==> src/rtl/ram_rd_pkg.sv <==
// Shared types and constants for the RAM stream reader.
// Optional feature macro: RAM_RD_CHECKSUM_EN (see ram_stream_reader).
package ram_rd_pkg;

    typedef enum logic [1:0] {
        IDLE  = 2'd0,
        RUN   = 2'd1,
        DRAIN = 2'd2
    } ram_rd_state_t;

    localparam int RD_LATENCY = 1;
    localparam int SKID_DEPTH = 2;

endpackage

==> src/rtl/ram_rd_skid_fifo.sv <==
// Two-entry synchronous FIFO that absorbs RAM read data ahead of the stream port.
// Push while full is accepted only when a pop happens in the same cycle.
module ram_rd_skid_fifo
    import ram_rd_pkg::*;
#(
    parameter int WIDTH = 33
) (
    input  logic             clock,
    input  logic             reset_n,
    input  logic             push,
    input  logic [WIDTH-1:0] push_data,
    input  logic             pop,
    output logic [1:0]       occupancy,
    output logic             valid,
    output logic [WIDTH-1:0] head
);

    logic [WIDTH-1:0] mem [SKID_DEPTH];
    logic             wr_ptr;
    logic             rd_ptr;
    logic [1:0]       count;
    logic             do_push;
    logic             do_pop;

    always_comb begin
        do_pop  = pop && (count != 2'd0);
        do_push = push && ((count < 2'(SKID_DEPTH)) || do_pop);
    end

    always_ff @(posedge clock) begin
        if (!reset_n) begin
            for (int unsigned i = 0; i < SKID_DEPTH; i++) begin
                mem[i] <= '0;
            end
            wr_ptr <= 1'b0;
            rd_ptr <= 1'b0;
            count  <= '0;
        end else begin
            if (do_push) begin
                mem[wr_ptr] <= push_data;
                wr_ptr      <= ~wr_ptr;
            end
            if (do_pop) begin
                rd_ptr <= ~rd_ptr;
            end
            case ({do_push, do_pop})
                2'b10:   count <= count + 2'd1;
                2'b01:   count <= count - 2'd1;
                default: count <= count;
            endcase
        end
    end

    always_comb begin
        occupancy = count;
        valid     = (count != 2'd0);
        head      = mem[rd_ptr];
    end

endmodule

==> src/rtl/ram_stream_reader.sv <==
// Walks a contiguous RAM address range and streams the words out on valid/ready.
// Define RAM_RD_CHECKSUM_EN to add an XOR checksum of the delivered words.
module ram_stream_reader
    import ram_rd_pkg::*;
#(
    parameter int AWIDTH = 3,
    parameter int DWIDTH = 32
) (
    input  logic              clock,
    input  logic              reset_n,
    input  logic              start,
    input  logic [AWIDTH-1:0] start_addr,
    input  logic [AWIDTH:0]   len,
    output logic              busy,
    output logic              done,
    output logic [AWIDTH-1:0] ram_addr,
    output logic              ram_we,
    input  logic [DWIDTH-1:0] ram_dout,
    output logic [DWIDTH-1:0] m_data,
    output logic              m_valid,
    input  logic              m_ready,
    output logic              m_last
`ifdef RAM_RD_CHECKSUM_EN
    ,
    output logic [DWIDTH-1:0] checksum
`endif
);

    ram_rd_state_t     state;
    ram_rd_state_t     state_next;
    logic [AWIDTH-1:0] addr_cnt;
    logic [AWIDTH:0]   remaining;
    logic              inflight;
    logic              inflight_last;
    logic              done_r;
    logic              accept;
    logic              issue;
    logic              pop;
    logic              final_pop;
    logic              rem_is_one;
    logic [1:0]        occupancy;
    logic              fifo_valid;
    logic [DWIDTH:0]   head;

    // Issue only if the FIFO can still hold everything already requested.
    always_comb begin
        accept     = (state == IDLE) && start;
        pop        = fifo_valid && m_ready;
        final_pop  = pop && head[DWIDTH];
        rem_is_one = (remaining == (AWIDTH+1)'(1));
        issue      = (state == RUN) && (remaining != '0) &&
                     (({1'b0, occupancy} + {2'b00, inflight}) < (3'd2 + {2'b00, pop}));
    end

    always_ff @(posedge clock) begin
        if (!reset_n) begin
            state <= IDLE;
        end else begin
            state <= state_next;
        end
    end

    always_comb begin
        state_next = state;
        case (state)
            IDLE:    if (start && (len != '0)) state_next = RUN;
            RUN:     if (issue && rem_is_one)  state_next = DRAIN;
            DRAIN:   if (final_pop)            state_next = IDLE;
            default: state_next = IDLE;
        endcase
    end

    always_comb begin
        busy     = (state != IDLE);
        done     = done_r;
        ram_we   = 1'b0;
        ram_addr = addr_cnt;
        m_valid  = fifo_valid;
        m_data   = head[DWIDTH-1:0];
        m_last   = fifo_valid && head[DWIDTH];
    end

    always_ff @(posedge clock) begin
        if (!reset_n) begin
            addr_cnt      <= '0;
            remaining     <= '0;
            inflight      <= 1'b0;
            inflight_last <= 1'b0;
            done_r        <= 1'b0;
        end else begin
            inflight      <= issue;
            inflight_last <= issue && rem_is_one;
            done_r        <= (accept && (len == '0)) || ((state == DRAIN) && final_pop);
            if (accept && (len != '0)) begin
                addr_cnt  <= start_addr;
                remaining <= len;
            end else if (issue) begin
                addr_cnt  <= addr_cnt + 1'b1;
                remaining <= remaining - 1'b1;
            end
        end
    end

    ram_rd_skid_fifo #(
        .WIDTH(DWIDTH + 1)
    ) u_skid (
        .clock    (clock),
        .reset_n  (reset_n),
        .push     (inflight),
        .push_data({inflight_last, ram_dout}),
        .pop      (pop),
        .occupancy(occupancy),
        .valid    (fifo_valid),
        .head     (head)
    );

`ifdef RAM_RD_CHECKSUM_EN
    always_ff @(posedge clock) begin
        if (!reset_n) begin
            checksum <= '0;
        end else if (accept) begin
            checksum <= '0;
        end else if (pop) begin
            checksum <= checksum ^ head[DWIDTH-1:0];
        end
    end
`endif

endmodule
==> config.mk <==
export PLATFORM = sky130hd
export DESIGN_NAME = ram_stream_reader
export DESIGN_NICKNAME = d
export VERILOG_FILES = /design/src/rtl/ram_rd_pkg.sv /design/src/rtl/ram_rd_skid_fifo.sv /design/src/rtl/ram_stream_reader.sv
export SDC_FILE = /design/constraint.sdc
export NUM_CORES = 1
export LEC_CHECK = 0
export BUFFER_PORTS_ARGS = -buffer_cell sky130_fd_sc_hd__buf_2
export CORE_UTILIZATION = 49
export CTS_BUF_LIST = sky130_fd_sc_hd__clkbuf_8 sky130_fd_sc_hd__clkbuf_16
export DETAILED_ROUTE_END_ITERATION = 12
export PLACE_DENSITY = 0.81
export SYNTH_ARGS = -nofsm -noshare
export SYNTH_HDL_FRONTEND = slang
export SYNTH_HIERARCHICAL = 1
export SYNTH_SLANG_ARGS = --single-unit
==> constraint.sdc <==
create_clock -name clock -period 2.6 [get_ports clock]
set_input_delay 0.52 -clock clock [delete_from_list [all_inputs] [get_ports clock]]
set_output_delay 0.52 -clock clock [all_outputs]
set_load 0.02 [all_outputs]
; ---- After elaboration in Yosys (flattened, before gate mapping)
; Memories as Yosys holds them, arrays and structs flattened. A register that Yosys moved wholly into a read port is not among the register bits.
; Index checks and enable logic that the tools add are counted.
[op_classes]
add_sub_neg = 6
eq_ne = 8
bitwise = 2
magnitude_cmp = 2
reduce_logical = 25
n_mux = 18
[ops]
columns = cell, count
row1 = two-way mux 33 bit, 1
row2 = OR reduction 33 bit, 1
row3 = logical AND 1 bit, 13
row4 = two-way mux 1 bit, 8
row5 = two-way mux 4 bit, 2
row6 = nonzero test 2 bit, 4
row7 = nonzero test 4 bit, 2
row8 = two-way mux 2 bit, 3
row9 = two-way mux 3 bit, 2
row10 = one-hot mux 2 bit (3 select lines), 1
row11 = == test 2 x 1 -> 1 bit (second input constant), 2
row12 = == test 2 bit (second input constant), 2
row13 = == test 4 x 1 -> 1 bit (second input constant), 1
row14 = zero test 4 bit, 1
row15 = inequality test 2 x 1 -> 1 bit (second input constant), 2
row16 = one-hot mux 2 bit (2 select lines), 1
row17 = subtractor 4 x 1 -> 4 bit (second input constant), 1
row18 = adder 2 x 1 -> 3 bit, 1
row19 = adder 2 x 1 -> 3 bit (first input constant), 1
row20 = adder 3 x 1 -> 3 bit (second input constant), 1
row21 = less-than comparator 3 bit, 1
row22 = AND reduction 3 bit, 1
row23 = adder 2 x 1 -> 2 bit (second input constant), 1
row24 = zero test 2 bit, 1
row25 = other kinds (5), 7
[word_totals]
reg_bits = 16
n_memories = 1
mem_bits_rw = 66
out_inout_bits = 40
in_bits = 43
[mem_list]
columns = memory, depth, word_bits, rd, rd_clocked_by_memory_dff, write_ports, line
row1 = u_skid.mem, 2, 33, 1, 1, 2, ram_rd_skid_fifo.sv:18  ; logic [WIDTH-1:0] mem [SKID_DEPTH];

; ---- Longest topological paths before layout
[depth]
ltp_word = 10
ltp_mapped = 8
ltp_nobuf = 8

; ---- By module
; The synthesis kept the hierarchy.
[modules_own_cells]
columns = mod, instances, cells_each, seq_area_each_um2, area_each_um2
row1 = ram_rd_skid_fifo, 1, 237, 2082.0, 3036.7
row2 = ram_stream_reader, 1, 77, 240.2, 737.0

; ---- Worst setup path after synthesis
; Ideal clock, no wire load.
[synth_path]
path_kind = register to register
startpoint = register u_skid.count[1], in the netlist u_skid/occupancy[1]
endpoint = memory u_skid.mem[0][0], enable pin
t_arrival_ps = 2031
slack_ps = 83
setup_time_ps = 485
required_ps = 2115
period_less_slack_ps = 2517
path_stages_with_launch = 7
cell_sequence = dfxtp_1 > or2_2 > and2_1 > nand2b_1 > nand3b_2 > buf_2 > nand2_1
[synth_rtl]
columns = item, line
row1 = start: declaration, ram_rd_skid_fifo.sv:21  ; logic [1:0] count;
row2 = start signal: assignment, ram_rd_skid_fifo.sv:47  ; 2'b10: count <= count + 2'd1;
row3 = start signal: assignment, ram_rd_skid_fifo.sv:48  ; 2'b01: count <= count - 2'd1;
row4 = start signal: assignment, ram_rd_skid_fifo.sv:49  ; default: count <= count;
row5 = end: declaration, ram_rd_skid_fifo.sv:18

==> metrics.txt <==
# TYPE chip_impl_metric gauge
chip_impl_metric{name="first_global_vias",unit=""} 2679
chip_impl_metric{name="cap_viol_max_count",unit=""} 0
chip_impl_metric{name="grt_start_max_net_pins",unit=""} 35
chip_impl_metric{name="grt_first_pass_wirelength",unit="microns"} 12300
chip_impl_metric{name="max_slew_margin",unit="%"} 52.4
chip_impl_metric{name="antenna_violations_before_repair",unit=""} 0
chip_impl_info{name="crit_family",value="flip-flops"} 1
chip_impl_metric{name="cp_peak_stage_delay",unit="ns"} 0.58
chip_impl_metric{name="yosys.cell_types.count",unit=""} 50
chip_impl_metric{name="worstHoldPathCells",unit=""} 3
chip_impl_metric{name="vdd.ir_drop.worst",unit="mV"} 0.287
chip_impl_metric{name="synth.cell_area",unit="sq mm"} 0.00377
chip_impl_metric{name="cts.htree.levels",unit=""} 3
chip_impl_metric{name="cp_data_arrival_time",unit="ns"} 1.70
chip_impl_info{name="synthTopCellsByCount",value="69 x nor2_1, 66 x edfxtp_1, 41 x nand2_1"} 1
chip_impl_metric{name="reg2reg_depth",unit=""} 5
chip_impl_metric{name="detailedRoute.firstPassIterationCount",unit=""} 4
chip_impl_metric{name="remaining_number_of_nets_flagged_by_the_antenna_check_after_routing",unit=""} 0
chip_impl_metric{name="hold_buf_count_cts",unit=""} 0
chip_impl_metric{name="fin_tns_setup",unit="ns"} 0
chip_impl_metric{name="cellLeakagePower",unit="nW"} 1.82
chip_impl_info{name="worst_r2r_startpoint",value="inflight"} 1
chip_impl_metric{name="r2r_setup_slack",unit="ns"} 0.50
chip_impl_info{name="worst_hold_path_type",value="in -> reg"} 1
chip_impl_info{name="slowest_stage",value="dfxtp_1"} 1
chip_impl_metric{name="tritoncts.num_buffers",unit=""} 9
chip_impl_metric{name="floorplan.rows",unit=""} 31
chip_impl_metric{name="buffer_ports.inserted",unit=""} 81
chip_impl_metric{name="detailed_place_hpwl",unit="microns"} 4810
chip_impl_metric{name="timing.final.crit_period",unit="ns"} 2.22
chip_impl_metric{name="drt_iter0_drc",unit=""} 143
chip_impl_metric{name="crit_buf_inv",unit=""} 2
chip_impl_metric{name="chipWidth",unit="microns"} 89.8
chip_impl_info{name="startpoint_type",value="flip-flop"} 1
chip_impl_metric{name="final_min_period_over_clock_period",unit="%"} 85.4
chip_impl_metric{name="buffers_from_clock_root_to_sink_at_most",unit=""} 2
chip_impl_metric{name="design.core.area",unit="sq mm"} 0.00733
chip_impl_metric{name="yosys_warnings",unit=""} 6
chip_impl_metric{name="area_growth_syn_to_layout",unit="%"} 19.7
chip_impl_metric{name="fin_area",unit="sq mm"} 0.00452
chip_impl_info{name="tritoncts",value="done"} 1
chip_impl_metric{name="dpl_cell_area",unit="sq mm"} 0.00430
chip_impl_metric{name="postCtsResizedCells",unit=""} 0
chip_impl_metric{name="detailedPlace.worstSlack",unit="ns"} 0.505
chip_impl_metric{name="cts.repair_timing.setup_buffer_count",unit=""} 0
chip_impl_metric{name="clk_pin_slew",unit="ns"} 0.08
chip_impl_metric{name="clock_power_share",unit="%"} 33.7
chip_impl_info{name="synth_top_flop_cell",value="edfxtp_1"} 1
chip_impl_info{name="worstHoldEndpoint",value="ram_addr[2]"} 1
chip_impl_metric{name="grt_usage",unit="%"} 19.3
chip_impl_metric{name="worstSkewPairLatency",unit="ns"} 0.34
chip_impl_metric{name="initial_core_util",unit="%"} 51.5
chip_impl_metric{name="postSynthNetCount",unit=""} 363
chip_impl_info{name="setup_repair_after_global_routing_missed_its_margin",value="no"} 1
chip_impl_info{name="critical_path.cell_chain",value="buf_12, mux2_2, buf_2"} 1
chip_impl_info{name="result_of_the_run",value="finished clean"} 1
chip_impl_metric{name="routed_wire_length_per_instance",unit="microns"} 14.4
chip_impl_metric{name="fin_util",unit="%"} 61.6
chip_impl_metric{name="p_int",unit="W"} 0.00221
chip_impl_metric{name="antenna_cells_inserted",unit=""} 0
chip_impl_metric{name="floorplan.io_pins",unit=""} 83
chip_impl_info{name="worstSetupPathType",value="reg -> out"} 1
chip_impl_metric{name="dieHeight",unit="microns"} 89.8
chip_impl_metric{name="vias",unit=""} 2630
chip_impl_metric{name="avgViaCountPerCell",unit=""} 5.23
chip_impl_metric{name="maxClockFrequency",unit="MHz"} 450
chip_impl_metric{name="final_worst_path_setup_slack",unit="ns"} 0.380
chip_impl_info{name="min-delay-start",value="start_addr[2]"} 1
chip_impl_metric{name="synth-seq-area-share",unit="%"} 61.5
chip_impl_metric{name="seq_power_share",unit="%"} 52.9
chip_impl_info{name="rr_endpoint",value="ram_addr[1]"} 1
chip_impl_metric{name="sw_frac_of_total",unit="%"} 24.5
chip_impl_metric{name="maxSlewViolCount",unit=""} 0
chip_impl_metric{name="synthesis.instances",unit=""} 314
chip_impl_metric{name="power_spent_charging_and_discharging_nets",unit="W"} 0.000717
chip_impl_info{name="cp-end-kind",value="output pin"} 1
chip_impl_metric{name="finalHoldViolations",unit=""} 0
chip_impl_metric{name="ys_ff_latch",unit=""} 83
chip_impl_metric{name="worst_ep_required_time",unit="ns"} 2.08
chip_impl_metric{name="postRouteWirelength",unit="microns"} 7260
chip_impl_metric{name="drc",unit=""} 0
chip_impl_info{name="synth.area.top_cells",value="edfxtp_1 53%, mux2_2 9.8%, dfxtp_1 9.0%, nor2_1 6.9%, nand2_1 4.1%"} 1
chip_impl_info{name="yosysTopAreaCell",value="edfxtp_1"} 1
chip_impl_metric{name="post_route_cells_drive_above_1_share",unit="%"} 37.1
chip_impl_metric{name="design.die.area",unit="sq mm"} 0.00806
chip_impl_metric{name="ys_async_sr_fraction",unit="%"} 0
chip_impl_metric{name="powerDensity",unit="mW/mm^2"} 647
chip_impl_metric{name="layout.nets",unit=""} 448
chip_impl_metric{name="globalRoute.totalOverflow",unit=""} 0
chip_impl_metric{name="tightestPinTransition",unit="ns"} 0.714
chip_impl_metric{name="worst-path-max-fanout",unit=""} 26
chip_impl_metric{name="average_cell_area_after_synthesis",unit="sq um"} 12.0
chip_impl_metric{name="p_comb_share",unit="%"} 13.4
chip_impl_metric{name="gp_routability_congestion",unit=""} 0.819
chip_impl_metric{name="number_of_sinks_driven_by_the_clock_tree",unit=""} 83
chip_impl_info{name="yosysMostFrequentCell",value="nor2_1"} 1
chip_impl_metric{name="synth_edf_count",unit=""} 66
chip_impl_info{name="clk_root_buffer_cell",value="clkbuf_8"} 1
chip_impl_metric{name="synth.top_cell.area_share",unit="%"} 52.5
chip_impl_metric{name="setup_viol",unit=""} 0
chip_impl_metric{name="fin_skew",unit="ns"} 0.0109
-- cells by family after synthesis --
group	after synthesis	synth area share (%)
compound gates	21	4.68
mux	35	10.4
flops	83	61.5
xor+xnor	4	0.928
fa+ha+maj	6	1.99
buf+inv	20	2.62
simple gates	144	17.8
other cells	1	0.0994
-- power groups by stage --
stage               clock [W]  combinational [W]  sequential [W]
finish               0.000985           0.000391         0.00155
detailed placement          0           0.000393         0.00158
CTS                   0.00100           0.000395         0.00155
floorplan                   0           0.000262         0.00158
global route          0.00105           0.000429         0.00156
global placement            0           0.000386         0.00157
-- worst max path at each step --
| stage | from | end | slack [ns] | cells after the start |
|---|---|---|---|---|
| final | flip-flop | m_data[4] | 0.38 | 3 |
| after global routing | inflight | ram_addr[1] | 0.29 | 5 |
| after CTS | flip-flop | m_data[23] | 0.36 | 3 |
| after detailed placement | inflight | ram_addr[1] | 0.51 | 5 |
| after global placement | inflight | ram_addr[1] | 0.57 | 5 |
| after floorplan | u_skid/occupancy[1] | u_skid/mem[0][0] | 0.08 | 6 |
-- worst min-delay path, delay by kind of cell --
family,cells,cell delay (ns)
simple gates,2,0.14
buf+inv,1,0.08
-- layout make-up --
type / instances / area [sq um]
timing repair buffer: 90 / 485
inverter: 4 / 15.0
clock buffer: 9 / 124
fill: 573 / 2820
tap: 99 / 124
multi-input combinational: 211 / 1350
sequential: 83 / 2320
clock inverter: 7 / 92.6
-- state kept, by name, summed over array words and instances (netlist names), named ones only --
name / flops
u_skid/mem: 66
inflight: 1
u_skid/rd_ptr: 1
state: 2
u_skid/wr_ptr: 1
remaining: 4
inflight_last: 1
ram_addr: 3
u_skid/occupancy: 2
done: 1
-- per-stage QoR --
stage / total power (W) / hold WS, ns / std cells
finish: 0.00292 / 0.427 / 503
global route: 0.00304 / 0.434 / 503
CTS: 0.00294 / 0.412 / 503
detailed placement: 0.00197 / 0.530 / 487
global placement: 0.00196 / 0.521 / 487
floorplan: 0.00184 / 0.495 / 314
-- cells in the final DEF (no fill, tap or decap), drive strengths merged, types with 3 or more instances in the layout --
cell     n
nand2   41
nand3    5
a211oi   3
a21oi    3
nand3b   5
inv      5
clkinv   3
and2     4
buf     90
clkbuf   9
edfxtp  66
nor2    69
ha       6
xnor2    4
o21ai    3
nor3b    3
nand2b   4
dfxtp   17
mux2    33
-- layer usage --
| layer | track usage (%) | vias to the layer above | wire (microns) |
|---|---|---|---|
| li1 | - | 1267 | - |
| met1 | 22.5 | 1258 | 2970 |
| met2 | 34.0 | 99 | 3680 |
| met3 | 5.75 | 6 | 542 |
| met4 | 6.15 | 0 | 58 |
| met5 | 0 | - | 0 |
No activity file was read; power rests on OpenSTA's default activity.
